File: config.mk
export PLATFORM = sky130hd
export DESIGN_NAME = sprite_palette_engine_flat
export DESIGN_NICKNAME = d
export VERILOG_FILES = /design/src/rtl/sprite_palette_engine_if.sv /design/src/rtl/sprite_palette_engine.sv /design/src/flat_wrapper.sv
export SDC_FILE = /design/constraint.sdc
export NUM_CORES = 2
export LEC_CHECK = 0
export BUFFER_PORTS_ARGS = -buffer_cell sky130_fd_sc_hd__buf_2
export CAP_MARGIN = 20
export CORE_ASPECT_RATIO = 0.8
export CORE_MARGIN = 2
export CORE_UTILIZATION = 35
export CTS_CLUSTER_DIAMETER = 120
export DETAILED_ROUTE_END_ITERATION = 8
export HOLD_SLACK_MARGIN = 0.12
export PLACE_DENSITY = 0.53
export SLEW_MARGIN = 20
export SYNTH_ARGS = -nofsm -noshare
export SYNTH_HDL_FRONTEND = slang
export SYNTH_SLANG_ARGS = --single-unit
File: constraint.sdc
create_clock -name clk -period 36.7 [get_ports clk]
set_input_delay 11.01 -clock clk [delete_from_list [all_inputs] [get_ports clk]]
set_output_delay 11.01 -clock clk [all_outputs]
set_load 0.05 [all_outputs]
File: src/rtl/sprite_palette_engine_if.sv
// sprite_palette_engine_if: pixel lookup, palette write, fade control and colour output bundle.
//   master: drives pix_*, wr_*, fade_start/fade_dir, frame_tick; observes outputs.
//   slave : the palette engine side.
interface sprite_palette_engine_if #(
    parameter int INDEX_W   = 4,
    parameter int NUM_BANKS = 4,
    parameter int CH_W      = 4
);
    localparam int BW = NUM_BANKS > 1 ? $clog2(NUM_BANKS) : 1;
    logic                  pix_valid;
    logic [INDEX_W-1:0]    pix_index;
    logic [BW-1:0]         pix_bank;
    logic                  wr_en;
    logic [BW-1:0]         wr_bank;
    logic [INDEX_W-1:0]    wr_index;
    logic [3*CH_W-1:0]     wr_rgb;
    logic                  fade_start;
    logic                  fade_dir;
    logic                  frame_tick;
    logic                  out_valid;
    logic [CH_W-1:0]       red;
    logic [CH_W-1:0]       green;
    logic [CH_W-1:0]       blue;
    logic                  transparent;
    logic                  fade_busy;
    logic [CH_W:0]         fade_level;
    modport master (
        output pix_valid, pix_index, pix_bank, wr_en, wr_bank, wr_index, wr_rgb,
               fade_start, fade_dir, frame_tick,
        input  out_valid, red, green, blue, transparent, fade_busy, fade_level
    );
    modport slave (
        input  pix_valid, pix_index, pix_bank, wr_en, wr_bank, wr_index, wr_rgb,
               fade_start, fade_dir, frame_tick,
        output out_valid, red, green, blue, transparent, fade_busy, fade_level
    );
endinterface

File: src/rtl/sprite_palette_engine.sv
// sprite_palette_engine: banked writable palette lookup with transparent key and frame-stepped fade.
//   clk, rst : clock, asynchronous active-high reset.
//   bus      : pixel lookup request, palette write port, fade commands in; scaled colour,
//              transparent flag, fade status out. Output latency is 2 cycles.
module sprite_palette_engine #(
    parameter int INDEX_W      = 4,
    parameter int NUM_BANKS    = 4,
    parameter int CH_W         = 4,
    parameter int TRANSP_INDEX = 0
) (
    input logic clk,
    input logic rst,
    sprite_palette_engine_if.slave bus
);
    localparam int ENTRIES = 2 ** INDEX_W;
    localparam logic [1:0] IDLE     = 2'd0;
    localparam logic [1:0] FADE_OUT = 2'd1;
    localparam logic [1:0] FADE_IN  = 2'd2;
    localparam logic [CH_W:0] FULL  = {1'b1, {CH_W{1'b0}}};

    logic [3*CH_W-1:0] pal_q [NUM_BANKS][ENTRIES];
    logic              s1_valid_q, s1_transp_q;
    logic [3*CH_W-1:0] s1_rgb_q;
    logic              out_valid_q, transp_q;
    logic [CH_W-1:0]   red_q, green_q, blue_q;
    logic [1:0]        st_q, st_d;
    logic [CH_W:0]     lvl_q, lvl_d;

    function automatic logic [CH_W-1:0] scale(input logic [CH_W-1:0] c, input logic [CH_W:0] l);
        logic [2*CH_W:0] p;
        p = {{(CH_W+1){1'b0}}, c} * {{CH_W{1'b0}}, l};
        return CH_W'(p >> CH_W);
    endfunction

    // Stage 1 reads the pre-edge array contents, so a same-cycle write to the
    // looked-up entry naturally yields the old colour.
    always_ff @(posedge clk or posedge rst) begin
        if (rst) begin
            for (int b = 0; b < NUM_BANKS; b++)
                for (int i = 0; i < ENTRIES; i++)
                    pal_q[b][i] <= '1;
        end else if (bus.wr_en) begin
            pal_q[bus.wr_bank][bus.wr_index] <= bus.wr_rgb;
        end
    end

    always_ff @(posedge clk or posedge rst) begin
        if (rst) begin
            s1_valid_q  <= 1'b0;
            s1_transp_q <= 1'b0;
            s1_rgb_q    <= '0;
            out_valid_q <= 1'b0;
            transp_q    <= 1'b0;
            red_q       <= '0;
            green_q     <= '0;
            blue_q      <= '0;
        end else begin
            s1_valid_q  <= bus.pix_valid;
            s1_transp_q <= bus.pix_index == INDEX_W'(TRANSP_INDEX);
            s1_rgb_q    <= pal_q[bus.pix_bank][bus.pix_index];
            out_valid_q <= s1_valid_q;
            transp_q    <= s1_transp_q;
            red_q       <= scale(s1_rgb_q[3*CH_W-1 -: CH_W], lvl_q);
            green_q     <= scale(s1_rgb_q[2*CH_W-1 -: CH_W], lvl_q);
            blue_q      <= scale(s1_rgb_q[CH_W-1:0], lvl_q);
        end
    end

    // fade_start takes priority over a coincident tick; reaching (or already
    // sitting at) the target level on a tick returns to IDLE.
    always_comb begin
        st_d  = st_q;
        lvl_d = lvl_q;
        if (bus.fade_start) begin
            st_d = bus.fade_dir ? FADE_IN : FADE_OUT;
        end else if (bus.frame_tick && st_q == FADE_OUT) begin
            lvl_d = (lvl_q == '0) ? lvl_q : lvl_q - 1'b1;
            st_d  = (lvl_d == '0) ? IDLE : FADE_OUT;
        end else if (bus.frame_tick && st_q == FADE_IN) begin
            lvl_d = (lvl_q == FULL) ? lvl_q : lvl_q + 1'b1;
            st_d  = (lvl_d == FULL) ? IDLE : FADE_IN;
        end
    end

    always_ff @(posedge clk or posedge rst) begin
        if (rst) begin
            st_q  <= IDLE;
            lvl_q <= FULL;
        end else begin
            st_q  <= st_d;
            lvl_q <= lvl_d;
        end
    end

    assign bus.out_valid   = out_valid_q;
    assign bus.transparent = transp_q;
    assign bus.red         = red_q;
    assign bus.green       = green_q;
    assign bus.blue        = blue_q;
    assign bus.fade_busy   = st_q != IDLE;
    assign bus.fade_level  = lvl_q;
endmodule

File: src/flat_wrapper.sv
// flat-port wrapper written by rule: the top's interface ports become plain ports
module sprite_palette_engine_flat 
#(
    parameter int INDEX_W      = 4,
    parameter int NUM_BANKS    = 4,
    parameter int CH_W         = 4,
    parameter int TRANSP_INDEX = 0
)
  (clk, rst, bus_pix_valid, bus_pix_index, bus_pix_bank, bus_wr_en, bus_wr_bank, bus_wr_index, bus_wr_rgb, bus_fade_start, bus_fade_dir, bus_frame_tick, bus_out_valid, bus_red, bus_green, bus_blue, bus_transparent, bus_fade_busy, bus_fade_level);
  sprite_palette_engine_if #(.INDEX_W(INDEX_W), .NUM_BANKS(NUM_BANKS), .CH_W(CH_W)) bus_i ();
  input logic clk;
  input logic rst;
  input wire logic [$bits(bus_i.pix_valid)-1:0] bus_pix_valid;
  input wire logic [$bits(bus_i.pix_index)-1:0] bus_pix_index;
  input wire logic [$bits(bus_i.pix_bank)-1:0] bus_pix_bank;
  input wire logic [$bits(bus_i.wr_en)-1:0] bus_wr_en;
  input wire logic [$bits(bus_i.wr_bank)-1:0] bus_wr_bank;
  input wire logic [$bits(bus_i.wr_index)-1:0] bus_wr_index;
  input wire logic [$bits(bus_i.wr_rgb)-1:0] bus_wr_rgb;
  input wire logic [$bits(bus_i.fade_start)-1:0] bus_fade_start;
  input wire logic [$bits(bus_i.fade_dir)-1:0] bus_fade_dir;
  input wire logic [$bits(bus_i.frame_tick)-1:0] bus_frame_tick;
  output wire logic [$bits(bus_i.out_valid)-1:0] bus_out_valid;
  output wire logic [$bits(bus_i.red)-1:0] bus_red;
  output wire logic [$bits(bus_i.green)-1:0] bus_green;
  output wire logic [$bits(bus_i.blue)-1:0] bus_blue;
  output wire logic [$bits(bus_i.transparent)-1:0] bus_transparent;
  output wire logic [$bits(bus_i.fade_busy)-1:0] bus_fade_busy;
  output wire logic [$bits(bus_i.fade_level)-1:0] bus_fade_level;
  assign bus_i.pix_valid = bus_pix_valid;
  assign bus_i.pix_index = bus_pix_index;
  assign bus_i.pix_bank = bus_pix_bank;
  assign bus_i.wr_en = bus_wr_en;
  assign bus_i.wr_bank = bus_wr_bank;
  assign bus_i.wr_index = bus_wr_index;
  assign bus_i.wr_rgb = bus_wr_rgb;
  assign bus_i.fade_start = bus_fade_start;
  assign bus_i.fade_dir = bus_fade_dir;
  assign bus_i.frame_tick = bus_frame_tick;
  assign bus_out_valid = bus_i.out_valid;
  assign bus_red = bus_i.red;
  assign bus_green = bus_i.green;
  assign bus_blue = bus_i.blue;
  assign bus_transparent = bus_i.transparent;
  assign bus_fade_busy = bus_i.fade_busy;
  assign bus_fade_level = bus_i.fade_level;
  sprite_palette_engine #(.INDEX_W(INDEX_W), .NUM_BANKS(NUM_BANKS), .CH_W(CH_W), .TRANSP_INDEX(TRANSP_INDEX)) u_core (.clk(clk), .rst(rst), .bus(bus_i));
endmodule
; ---- Word level (Yosys, flattened, before mapping)
; Cells that the tools add are included.
[word_totals]
ff_bits = 803
inputBits = 31
[classes]
add_sub_neg = 2
multipliers = 3
n_lt_le_gt_ge = 6
eq_ne = 4
muxes = 21
n_bitwise = 5
reduce_logical = 11
[ops]
columns = op, n
row1 = bitwise mux 768 bit, 1
row2 = two-way mux 192 bit, 3
row3 = binary-select mux 192 bit (select 2 bit), 1
row4 = demux 192 bit (select 2 bit), 1
row5 = binary-select mux 12 bit (select 4 bit), 1
row6 = demux 12 bit (select 4 bit), 1
row7 = two-way mux 12 bit, 3
row8 = multiplier 4 x 5 -> 8 bit, 3
row9 = two-way mux 5 bit, 4
row10 = "== test 5 bit, second input constant", 2
row11 = ">= comparator 5 bit, second input constant", 2
row12 = zero test 5 bit, 2
row13 = two-way mux 2 bit, 5
row14 = NOT 4 -> 5 bit, 2
row15 = ">= comparator 3 bit, second input constant", 2
row16 = NOT 2 -> 3 bit, 2
row17 = "adder 5 x 1 -> 5 bit, second input constant", 1
row18 = "< comparator 5 x 1 -> 1 bit, second input constant", 1
row19 = "subtractor 5 x 1 -> 5 bit, second input constant", 1
row20 = logical AND 1 bit, 4
row21 = zero test 4 bit, 1
row22 = nonzero test 2 bit, 2
row23 = "< comparator 3 x 1 -> 1 bit, second input constant", 1
row24 = nonzero test 3 bit, 1
row25 = other kinds (5), 5

; ---- Longest topological paths before layout
[logic_depth]
depth_word = 8
depth_mapped = 12
ltp_nobuf = 11

; ---- Worst setup path after synthesis
; No wires, ideal clock.
[synth_path]
path_type = input-to-reg
startpoint = input bus_pix_bank[0]
endpoint = register u_core.s1_rgb_q[7]
arrival_time_ns = 12.483
path_slack_ns = 24.093
path_stages = 7
n_path_buf = 2
cell_sequence = buf_6 buf_2 mux4_2 a22o_1 a211oi_1 a31oi_1 a211o_1
[synth_between]
elab_chain_len = 7
[synth_rtl]
columns = element, line_no
row1 = start: declaration, flat_wrapper.sv:15  ; input wire logic [$bits(bus_i.pix_bank)-1:0] bus_pix_bank;
row2 = NOT 2 -> 3 bit (not written as such), sprite_palette_engine.sv:60  ; s1_rgb_q <= pal_q[bus.pix_bank][bus.pix_index];
row3 = binary-select mux 192 bit (select 2 bit), sprite_palette_engine.sv:60
row4 = two-way mux 192 bit (not written as such) (2 in a row), sprite_palette_engine.sv:60
row5 = binary-select mux 12 bit (select 4 bit), sprite_palette_engine.sv:60
row6 = two-way mux 12 bit (not written as such) (2 in a row), sprite_palette_engine.sv:60
row7 = end signal: assignment, sprite_palette_engine.sv:60
row8 = end: declaration, sprite_palette_engine.sv:23  ; logic [3*CH_W-1:0] s1_rgb_q;
; Every way passes these cells. The select of a mux whose other input is x is not followed.
; A chain may end at the register's enable or synchronous reset.

; ---- Worst setup path in the final report
[layout_path]
startpoint = input bus_pix_bank[1]
endpoint = register u_core.s1_rgb_q[7]
; The elaborated chain is that of the path after synthesis.

==> impl_metrics.json <==
{
  "fin_worst_hold_slack_ns": 0.350,
  "synth.area.top_cells": "sky130_fd_sc_hd__dfstp_2, sky130_fd_sc_hd__mux2_2, sky130_fd_sc_hd__mux4_2, sky130_fd_sc_hd__dfrtp_1, sky130_fd_sc_hd__mux2i_1",
  "gp_congestion": 0.805,
  "static_leakage_nw": 17.2,
  "crit_path_start_kind": "primary input",
  "cts_tree": "built",
  "run_status": "finished clean",
  "fmax_ghz": 0.0695,
  "timing.slew.headroom": 0.258,
  "grt_setup_unrepaired": "no",
  "postSynth.asyncResetShare": 1.00,
  "die_width_microns": 376,
  "crit_path_frequent_cell": "sky130_fd_sc_hd__buf_4",
  "io_buffers": 50,
  "layout_min_cycle_time_ns": 14.39,
  "postSynthNetCount": 2613,
  "die-area_sq_mm": 0.113,
  "grt_max_degree": 196,
  "chipHeight_microns": 302,
  "clk-insertion-delay-late_ns": 0.68,
  "detailedRoute.firstPassIterationCount": 7,
  "cts.htree.levels": 3,
  "place_area_sq_mm": 0.0400,
  "worst-endpoint-required_ns": 37.25,
  "timing.hold.worst.class": "flip-flop to flip-flop",
  "first_global_vias": 23300,
  "grt_first_pass_wirelength_microns": 160000,
  "arrival_time_at_the_worst_endpoint_ns": 14.94,
  "number_of_antenna_violations_at_the_first_check_in_global_routing": 7,
  "wl_per_cell_microns": 26.8,
  "timing.final.setup_violations": 0,
  "vdd.ir_drop.worst_mv": 0.0340,
  "synth-warning-count": 0,
  "timing.critical_path.fanout_max": 87,
  "num_io_pins": 51,
  "synth.ff_latch_count": 803,
  "core_sq_mm": 0.110,
  "clkSinkCount": 803,
  "yosysSeqAreaShare": 0.543,
  "tightestPinTransition_ns": 1.11,
  "timing.final.crit_share": 0.392,
  "num_vias": 22000,
  "drc": 0,
  "ant_nets": 0,
  "post_cts.repair.setup_buffers": 0,
  "top_area_cell_type_share_of_the_netlist_area": 0.521,
  "fin_area_sq_mm": 0.0429,
  "crit_path_max_incr_delay_ns": 0.92,
  "finalWirelength_microns": 107000,
  "start_util": 0.352,
  "ys_types": 64,
  "synth-edff-count": 0,
  "avg_synthesized_cell_area_sq_um": 15.3,
  "timing.critical_path.to_type": "flip-flop",
  "netlist.top_cell.by_area": "sky130_fd_sc_hd__dfstp_2",
  "cts-hold-fix-buffers": 0,
  "cpMaxStageDelayCell": "sky130_fd_sc_hd__buf_4",
  "totalNegativeSetupSlack_ns": 0,
  "cts_inserted_buffers": 85,
  "mostFrequentLayoutCells": "sky130_fd_sc_hd__mux2_2, sky130_fd_sc_hd__dfstp_2, sky130_fd_sc_hd__mux4_2, sky130_fd_sc_hd__nand2_1, sky130_fd_sc_hd__clkbuf_16",
  "nNetsFinal": 2560,
  "post_cts.resized_instances": 0,
  "place_hpwl_microns": 66000,
  "global_route.overflow_total": 0,
  "fp-row-count": 109,
  "maxSlewViolCount": 0,
  "iteration_0_drc_markers": 1315,
  "pwr_density_cell_mw_per_mm2": 56.0,
  "flow.area_growth_from_synthesis_pct": 10.6,
  "via_per_inst": 5.50,
  "hold_viol": 0,
  "maxCapViolations": 0,
  "share_of_final_layout_standard_cells_stronger_than_drive_strength_1": 0.769,
  "postLayoutSetupSlackWorst_ns": 22.31,
  "root_buffer_cell": "sky130_fd_sc_hd__clkbuf_16",
  "track_usage": 0.191,
  "synthesized_instance_count": 2537,
  "clock-skew-final_ns": 0.0369,
  "synth_ff_type": "sky130_fd_sc_hd__dfstp_2",
  "path_clk_slew_ns": 0.06,
  "syn_area_sq_mm": 0.0388,
  "worst-setup-path-type": "primary input to flip-flop",
  "clockBufferDepth": 3,
  "preCtsSetupSlack_ns": 21.56,
  "cp_cell_sequence": "buf_8 -> buf_4 -> buf_4 -> mux4_2 -> a22o_1 -> a211oi_1 -> a31oi_1 -> a211o_1",
  "layout.core_utilization": 0.389
}
[power breakdown]
group          switching (W)  internal, W  leakage (nW)
clock               0.000368     0.000492          1.35
combinational       0.000189     0.000182          7.37
sequential         0.0000805      0.00109          8.44
total               0.000638      0.00176          17.2
[sequential cells by signal (all words and copies together) (netlist names)]
register and count:
u_core.bus.blue 4, u_core.bus.fade_level 5, u_core.bus.green 4, u_core.bus.out_valid 1
u_core.bus.red 4, u_core.bus.transparent 1, u_core.pal_q 768, u_core.s1_rgb_q 12
u_core.s1_transp_q 1, u_core.s1_valid_q 1, u_core.st_q 2
[per-layer routing]
layer	wire (microns)	GRT usage	vias up	share of wire
li1	-	-	9239	-
met1	50800	0.278	12100	0.47
met2	48400	0.290	471	0.45
met3	5890	0.0439	130	0.055
met4	1970	0.0406	10	0.018
met5	69	0	-	0.00064
[critical path: cells and delay by family]
family | cells | cell delay, ns
buffers and inverters | 3 | 2.26
multiplexers | 1 | 0.59
AO/OA/AOI/OAI | 4 | 0.93
[stage by stage]
step | cells | power, W
2_1_floorplan | 2537 | 0.00144
3_3_place_gp | 3838 | 0.00153
3_5_place_dp | 3838 | 0.00156
4_1_cts | 3989 | 0.00243
5_1_grt | 3991 | 0.00251
6_report | 3992 | 0.00240
[cell families after synthesis]
group	synth area share
muxes	0.341
DFF	0.543
and+or+nand+nor	0.0334
buffers and inverters	0.0326
AOI/OAI and AO/OA	0.0273
adders and majority gates	0.0174
xor gates and xnor gates	0.00452
[Yosys cell counts (7+ instances only)]
cell,count
sky130_fd_sc_hd__xor2_1,7
sky130_fd_sc_hd__nand2b_1,12
sky130_fd_sc_hd__a22oi_1,27
sky130_fd_sc_hd__buf_2,75
sky130_fd_sc_hd__mux2i_1,55
sky130_fd_sc_hd__inv_1,25
sky130_fd_sc_hd__clkbuf_1,107
sky130_fd_sc_hd__nor2b_1,9
sky130_fd_sc_hd__o21ai_0,14
sky130_fd_sc_hd__buf_1,10
sky130_fd_sc_hd__buf_6,13
sky130_fd_sc_hd__mux2_2,769
sky130_fd_sc_hd__mux4_2,173
sky130_fd_sc_hd__nand2_1,95
sky130_fd_sc_hd__and2_1,36
sky130_fd_sc_hd__a311o_1,7
sky130_fd_sc_hd__a21oi_1,21
sky130_fd_sc_hd__nand3_1,12
sky130_fd_sc_hd__nor2_1,34
sky130_fd_sc_hd__fa_1,15
sky130_fd_sc_hd__nor3_1,29
sky130_fd_sc_hd__ha_1,30
sky130_fd_sc_hd__xnor2_1,13
sky130_fd_sc_hd__o221ai_1,10
sky130_fd_sc_hd__dfstp_2,769
sky130_fd_sc_hd__o22ai_1,28
sky130_fd_sc_hd__dfrtp_1,34
sky130_fd_sc_hd__buf_4,22
[worst paths after layout]
kind	start	to	slack [ns]	cells past startpoint
max	bus_pix_bank[1]	u_core.s1_rgb_q[7]$_DFF_PP0_	22.31	8
min	u_core.s1_transp_q$_DFF_PP0_	u_core.bus.transparent$_DFF_PP0_	0.35	0
max reg2reg	u_core.bus.fade_level[2]$_DFFE_PP0P_	u_core.bus.green[2]$_DFF_PP0_	33.22	10
min reg2reg	u_core.s1_transp_q$_DFF_PP0_	u_core.bus.transparent$_DFF_PP0_	0.35	0
max in group asynchronous	rst	u_core.s1_rgb_q[1]$_DFF_PP0_	23.42	6
min in group asynchronous	rst	u_core.s1_valid_q$_DFF_PP0_	10.53	2
[cell type report]
type                       instances  area (sq um)
multi-input combinational       1479         16500
timing repair buffer              90           656
clock inverter                    25           235
antenna                            1          2.50
fill                           10100         67300
sequential                       803         21100
tap                             1443          1810
inverter                          25           101
clock buffer                     126          2500
No activity file was read; power rests on OpenSTA's default activity.
